File: config.mk
export PLATFORM = sky130hd
export DESIGN_NAME = rr_fu_arbiter
export DESIGN_NICKNAME = d
export VERILOG_FILES = /design/src/rtl/rr_fu_arbiter.sv
export SDC_FILE = /design/constraint.sdc
export NUM_CORES = 1
export LEC_CHECK = 0
export ABC_CLOCK_PERIOD_IN_PS = 2100
export CAP_MARGIN = 10
export CORE_MARGIN = 2
export CORE_UTILIZATION = 46
export DETAILED_ROUTE_END_ITERATION = 10
export PLACE_DENSITY = 0.73
export REMOVE_ABC_BUFFERS = 1
export SYNTH_ARGS = -nofsm -noshare
export SYNTH_HDL_FRONTEND = slang
export SYNTH_SLANG_ARGS = --single-unit
File: constraint.sdc
create_clock -name clk -period 2.1 [get_ports clk]
set_input_delay 0.42 -clock clk [delete_from_list [all_inputs] [get_ports clk]]
set_output_delay 0.42 -clock clk [all_outputs]
set_load 0.005 [all_outputs]
File: src/rtl/rr_fu_arbiter.sv
// Round-robin arbiter sharing one multi-cycle functional unit among WIDTH issue slots.
// Tracks unit occupancy for LATENCY cycles and reports completion with the owner index.
module rr_fu_arbiter #(
    parameter int unsigned WIDTH   = 6,
    parameter int unsigned LATENCY = 4,
    parameter int unsigned IDX_W   = $clog2(WIDTH)
) (
    input  logic             clk,
    input  logic             rst,
    input  logic [WIDTH-1:0] req,
    input  logic             flush,
    output logic             gnt_valid,
    output logic [IDX_W-1:0] gnt_idx,
    output logic [WIDTH-1:0] gnt_onehot,
    output logic             busy,
    output logic             done_valid,
    output logic [IDX_W-1:0] done_idx
);

    localparam int unsigned CntW = $clog2(LATENCY + 1);

    typedef enum logic [0:0] {StIdle, StBusy} state_e;

    state_e            state_q, state_d;
    logic [CntW-1:0]   cnt_q, cnt_d;
    logic [IDX_W-1:0]  own_q, own_d;
    logic [IDX_W-1:0]  ptr_q, ptr_d;

    logic [WIDTH-1:0]  masked;
    logic [IDX_W-1:0]  pick_m, pick_r, pick, ptr_nxt;
    logic              slot_free;

    // Requests at or above the pointer win; otherwise fall back to the lowest request.
    always_comb begin
        masked = '0;
        pick_m = '0;
        pick_r = '0;
        for (int i = 0; i < WIDTH; i++) begin
            masked[i] = req[i] & (i >= int'(ptr_q));
        end
        for (int i = WIDTH - 1; i >= 0; i--) begin
            if (masked[i]) pick_m = IDX_W'(i);
            if (req[i])    pick_r = IDX_W'(i);
        end
        pick    = (|masked) ? pick_m : pick_r;
        ptr_nxt = (pick == IDX_W'(WIDTH - 1)) ? '0 : pick + IDX_W'(1);
    end

    assign slot_free  = (state_q == StIdle) || (cnt_q == '0);
    assign gnt_valid  = ~rst & slot_free & (|req) & ~flush;
    assign gnt_idx    = gnt_valid ? pick : '0;
    assign gnt_onehot = gnt_valid ? (WIDTH'(1) << pick) : '0;
    assign busy       = (state_q == StBusy);
    assign done_valid = ~rst & ~flush & busy & (cnt_q == '0);
    assign done_idx   = done_valid ? own_q : '0;

    always_comb begin
        state_d = state_q;
        cnt_d   = cnt_q;
        own_d   = own_q;
        ptr_d   = ptr_q;
        if (flush) begin
            state_d = StIdle;
            cnt_d   = '0;
        end else if (gnt_valid) begin
            state_d = StBusy;
            cnt_d   = CntW'(LATENCY - 1);
            own_d   = pick;
            ptr_d   = ptr_nxt;
        end else if (state_q == StBusy) begin
            if (cnt_q == '0) begin
                state_d = StIdle;
            end else begin
                cnt_d = cnt_q - CntW'(1);
            end
        end
    end

    always_ff @(posedge clk) begin
        if (rst) begin
            state_q <= StIdle;
            cnt_q   <= '0;
            own_q   <= '0;
            ptr_q   <= '0;
        end else begin
            state_q <= state_d;
            cnt_q   <= cnt_d;
            own_q   <= own_d;
            ptr_q   <= ptr_d;
        end
    end

endmodule

Word-level counts from Yosys, hierarchy flattened
Index checks and enable logic that the tools add are counted.

Input bits: 9. Word-level logic and storage cells: 65. Output and inout port bits: 15. Bits in registers: 10. Memories: 0. RAM bits: 0. ROM bits: 0. Bits in latches: 0.

$lt $le $gt $ge: 6. Eq/ne operators: 2. Multiplexer cells: 23. Bitwise operators: 16. Add/subtract/negate cells: 2. Shift operators: 1. $mul: 0. Div/mod/pow operators: 0. Reduce and logical (&&, ||, !) cells: 10.

Operator list (count): $mux W3 (16); $and A1 B1 Y1 (12); $reduce_or A6 Y1 (2); $ge A1 B3 Y1 const A (2); $ge A2 B3 Y1 const A (2); $ge A3 B3 Y1 const A (2); $mux W2 (3); $mux W6 (1); $reduce_and A2 Y1 (3); $shl A1 B3 Y6 const A (1); $not A1 Y1 (4); $add A3 B1 Y3 const B (1); $eq A3 B3 Y1 const B (1); $logic_not A3 Y1 (1); $mux W1 (3); $reduce_or A3 Y1 (1); $sub A3 B1 Y3 const B (1); $ne A2 B2 Y1 const B (1); $reduce_bool A2 Y1 (1); $reduce_or A2 Y1 (1); $logic_or A1 B1 Y1 (1).

Logic depth before layout (Yosys ltp)
Word-level depth: 11. Depth in mapped cells: 10. Gate-level depth less buffers: 9.

Worst setup path before layout
Ideal clock, no wire load.

Path type: reg2out. From: register ptr_q[1]. To: output port gnt_onehot[3]. Slack: 0.053 ns. Cell stages (with the launch flop): 10. Path buffers: 1. Arrival time: 1.627 ns. Data required time: 1.680 ns. Cells stage by stage: dfxtp_1 -> buf_4 -> mux2_2 -> a32oi_1 -> o311a_1 -> nand2_1 -> inv_1 -> ha_1 -> ha_1 -> and2_1.

Cells in the longest elaborated chain, start to end: 11. Elaborated cells between the ends (all ways): 22. Those cells by class: order compare: 6; shift: 1; mux: 8; bitwise: 6; reduce/logical: 1.

RTL lines: start, declared (line 27) `logic [IDX_W-1:0] ptr_q, ptr_d;`; start signal, assigned (line 89) `ptr_q <= ptr_d;`; $ge A3 B3 Y1 (line 39) `masked[i] = req[i] & (i >= int'(ptr_q));`; $and A1 B1 Y1 (line 39); $mux W3 (6 in series) (line 42) `if (masked[i]) pick_m = IDX_W'(i);`; $mux W3 * (line 45) `pick = (|masked) ? pick_m : pick_r;`; named net pick[0] (line 30) `logic [IDX_W-1:0] pick_m, pick_r, pick, ptr_nxt;`; $shl A1 B3 Y6 * (line 52) `assign gnt_onehot = gnt_valid ? (WIDTH'(1) << pick) : '0;`; $mux W6 * (line 52); end, declared (line 14) `output logic [WIDTH-1:0] gnt_onehot,`.

The timed path passes the listed nets; every way through them passes the cells marked *.

Worst setup path after layout
Same ends and word-level chain as after synthesis.

==> reports/qor.json <==
{
  "outcome": "complete, but fails checks",
  "violations": "negative setup slack",
  "cts_root_buf": "sky130_fd_sc_hd__clkbuf_4",
  "timing.max_cap.violations": 0,
  "grt_first_pass_wirelength_mm": 5.216,
  "routedWlPerCell_um": 20.72,
  "i_o_pins": 24,
  "holdBufCountCts": 0,
  "final_max_slew_viol_count": 0,
  "synth-warning-count": 0,
  "clock_tree_from_tritoncts": "built",
  "initial_antenna_violation_count": 0,
  "synth_most_common_cell": "sky130_fd_sc_hd__inv_1",
  "final_layout_size_suffix_gt1_share_pct": 62.43,
  "holdPathEnd": "own_q[0]$_SDFFE_PP0P_",
  "clk-insertion-delay-late_ns": 0.27,
  "die_area_sq_um": 2201,
  "hold_violations": 0,
  "reg2reg_from": "ptr_q[1]$_SDFFE_PP0P_",
  "postPlaceCellArea_sq_um": 1318,
  "synth-edff-count": 0,
  "worstSetupPathType": "flop to primary output",
  "finish.instance_area_sq_um": 1655,
  "firstDrtPassIters": 4,
  "synth_largest_type_area_fraction_pct": 23.63,
  "cts_max_path_buffers": 2,
  "critical_path_arrival_ns": 2.08,
  "cp_slowest_stage_delay_ns": 0.37,
  "cp.required_ns": 1.68,
  "sequential_fraction_of_the_synthesis_area_pct": 23.63,
  "antenna_left": 0,
  "finalCriticalPeriod_ns": 2.499,
  "fin_skew_ns": 0.01001,
  "synth-async-reset-ratio_pct": 0,
  "postSynth.topFlopCell": "sky130_fd_sc_hd__dfxtp_1",
  "worst_hold_startpoint": "own_q[0]$_SDFFE_PP0P_",
  "slew_headroom_pct": 74.09,
  "htree_levels": 1,
  "worst_reg2reg_setup_slack_ns": 0.01,
  "power_density_nw_per_um2": 465.5,
  "initial_core_util_pct": 49.06,
  "final_util_pct": 95.87,
  "synth_area_leader_cell": "sky130_fd_sc_hd__dfxtp_1",
  "crit_path_max_fo": 2,
  "row_count": 15,
  "fin_nets": 198,
  "track_usage_pct": 33.39,
  "ff_latch_area_sq_um": 207.7,
  "final_ws_setup_ns": -0.3992,
  "reg2reg_to": "ptr_q[1]$_SDFFE_PP0P_",
  "timing.final.setup_violations": 9,
  "cts-buffers-inserted": 3,
  "avgSynthCellArea_sq_um": 7.916,
  "area.growth.synth_to_final_pct": 95.42,
  "synthTopCellsByArea": "sky130_fd_sc_hd__dfxtp_1, sky130_fd_sc_hd__ha_1, sky130_fd_sc_hd__inv_1",
  "crit_path_cell_trace": "mux2_4, a32oi_1, o311a_1, nand2_2, inv_2, buf_6, ha_4, ha_4, and2_4, buf_6",
  "dr.first_iter.drc_count": 77,
  "drt_wl_total_mm": 4.269,
  "category_of_the_worst_setup_path_capture_point": "primary output",
  "yosys_register_bits": 10,
  "worst_setup_path_start_kind": "flop",
  "holdPathStages": 2,
  "drt_drc_violations_left": 0,
  "finalSetupTns_ns": -2.088,
  "path_clk_slew_ns": 0.07,
  "min_period_over_period_pct": 119.0,
  "vias": 1221,
  "clock-sinks": 10,
  "peakVddDrop_uv": 324.1,
  "maximum_clock_frequency_ghz": 0.4001,
  "post_synth_most_frequent_cells": "sky130_fd_sc_hd__inv_1, sky130_fd_sc_hd__nand2_1, sky130_fd_sc_hd__dfxtp_1, sky130_fd_sc_hd__nor2_1, sky130_fd_sc_hd__ha_1",
  "gp_congestion": 0.8486,
  "grt_max_degree": 9,
  "postSynthCellCount": 107,
  "timing.reg2reg.worst_path_depth": 11,
  "cpMaxStageDelayCell": "sky130_fd_sc_hd__dfxtp_2",
  "placement.io_buffers": 23,
  "die_height_um": 46.91,
  "design_power_total_mw": 0.7705,
  "via_per_inst": 5.927,
  "grt_pass1_vias": 1171,
  "yosys.cell_types.count": 40,
  "synthesis.area_sq_um": 847.1,
  "place.detailed.hpwl_mm": 1.845,
  "worst_pin_slew_ns": 0.3857,
  "multi_input_comb_area_sq_um": 710.7,
  "unrepaired_setup_endpoints_after_global_routing": "yes",
  "leakage_nw": 0.7882,
  "overflow": 0,
  "hold_path_class": "flop to flop",
  "insertedDiodeCount": 0,
  "die_width_um": 46.91,
  "fillCellCount": 46,
  "dp_slack_ns": -0.9501,
  "core_sq_um": 1727
}
==> cells in the final DEF, fill, tap and decap left out, types with 3 or more instances in the layout <==
| cell type | n |
|---|---|
| sky130_fd_sc_hd__and3_4 | 3 |
| sky130_fd_sc_hd__nor3_1 | 3 |
| sky130_fd_sc_hd__nand2_1 | 6 |
| sky130_fd_sc_hd__buf_4 | 42 |
| sky130_fd_sc_hd__ha_4 | 5 |
| sky130_fd_sc_hd__dfxtp_2 | 3 |
| sky130_fd_sc_hd__buf_2 | 7 |
| sky130_fd_sc_hd__buf_6 | 16 |
| sky130_fd_sc_hd__nor2_1 | 4 |
| sky130_fd_sc_hd__dlygate4sd2_1 | 6 |
| sky130_fd_sc_hd__inv_1 | 6 |
| sky130_fd_sc_hd__nand2_2 | 5 |
| sky130_fd_sc_hd__clkbuf_4 | 3 |
| sky130_fd_sc_hd__a21oi_1 | 6 |
| sky130_fd_sc_hd__dfxtp_1 | 6 |
| sky130_fd_sc_hd__nor2_2 | 4 |
| sky130_fd_sc_hd__inv_2 | 6 |
| sky130_fd_sc_hd__nor2b_1 | 3 |
| sky130_fd_sc_hd__and2_1 | 3 |
==> worst max-delay path by stage <==
| stage | startpoint | slack (ns) | to | cells after the start |
|---|---|---|---|---|
| detailed placement | req[5] | -0.95 | gnt_onehot[1] | 9 |
| global placement | req[5] | -0.92 | gnt_onehot[3] | 10 |
| floorplan | ptr_q[1]$_SDFFE_PP0P_ | 0.01 | gnt_onehot[3] | 8 |
| CTS | ptr_q[1]$_SDFFE_PP0P_ | -0.30 | gnt_onehot[3] | 10 |
| global route | req[4] | -0.45 | gnt_onehot[3] | 11 |
| finish | ptr_q[1]$_SDFFE_PP0P_ | -0.40 | gnt_onehot[3] | 10 |
==> critical path, delay by kind of cell (launching register included) <==
kind	cells	cell delay, ns
and+or+nand+nor	2	0.21
AOI/OAI and AO/OA	2	0.40
buffers and inverters	3	0.26
adders and majority gates	2	0.26
DFF	1	0.37
muxes	1	0.31
==> metal layers <==
| metal | up-vias | track usage (%) | routed length [um] |
|---|---|---|---|
| li1 | 524 | - | - |
| met1 | 566 | 37.33 | 1503 |
| met2 | 100 | 65.48 | 2096 |
| met3 | 31 | 2.692 | 406 |
| met4 | 0 | 10.56 | 262 |
| met5 | - | 0 | 0 |
==> cell type report <==
cell class | instances | area share, %
flip-flops and latches | 10 | 12.55
clock buffers | 4 | 2.192
well taps | 25 | 1.890
multi-input cells | 80 | 42.93
inverters | 13 | 3.250
repair buffers | 74 | 37.19
==> power breakdown <==
part	switching [mW]	internal (mW)
combinational	0.177	0.197
sequential	0.0111	0.201
clock	0.0792	0.105
==> per-stage QoR <==
step           cells  hold slack [ns]
2_1_floorplan    103           0.4257
3_3_place_gp     183           0.4397
3_5_place_dp     183           0.4498
4_1_cts          204           0.4593
5_1_grt          206           0.5002
6_report         206           0.4723
==> state kept, by name (all words and copies together), names as in the netlist <==
name / count
cnt_q: 3
own_q: 3
ptr_q: 3
busy: 1
==> logic make-up after synthesis <==
group | synth area share [%]
AND/OR/NAND/NOR | 29.25
adder cells (fa/ha/maj) | 10.34
AO/OA/AOI/OAI | 23.64
buffers and inverters | 9.453
multiplexers | 3.693
flip-flops | 23.63
==> timing repair <==
action,in CTS,in global routing
buffers inserted,17,2
pin swaps,15,8
setup endpoints to repair,17,14
resized for setup,102,28
No activity file was read; power rests on OpenSTA's default activity.
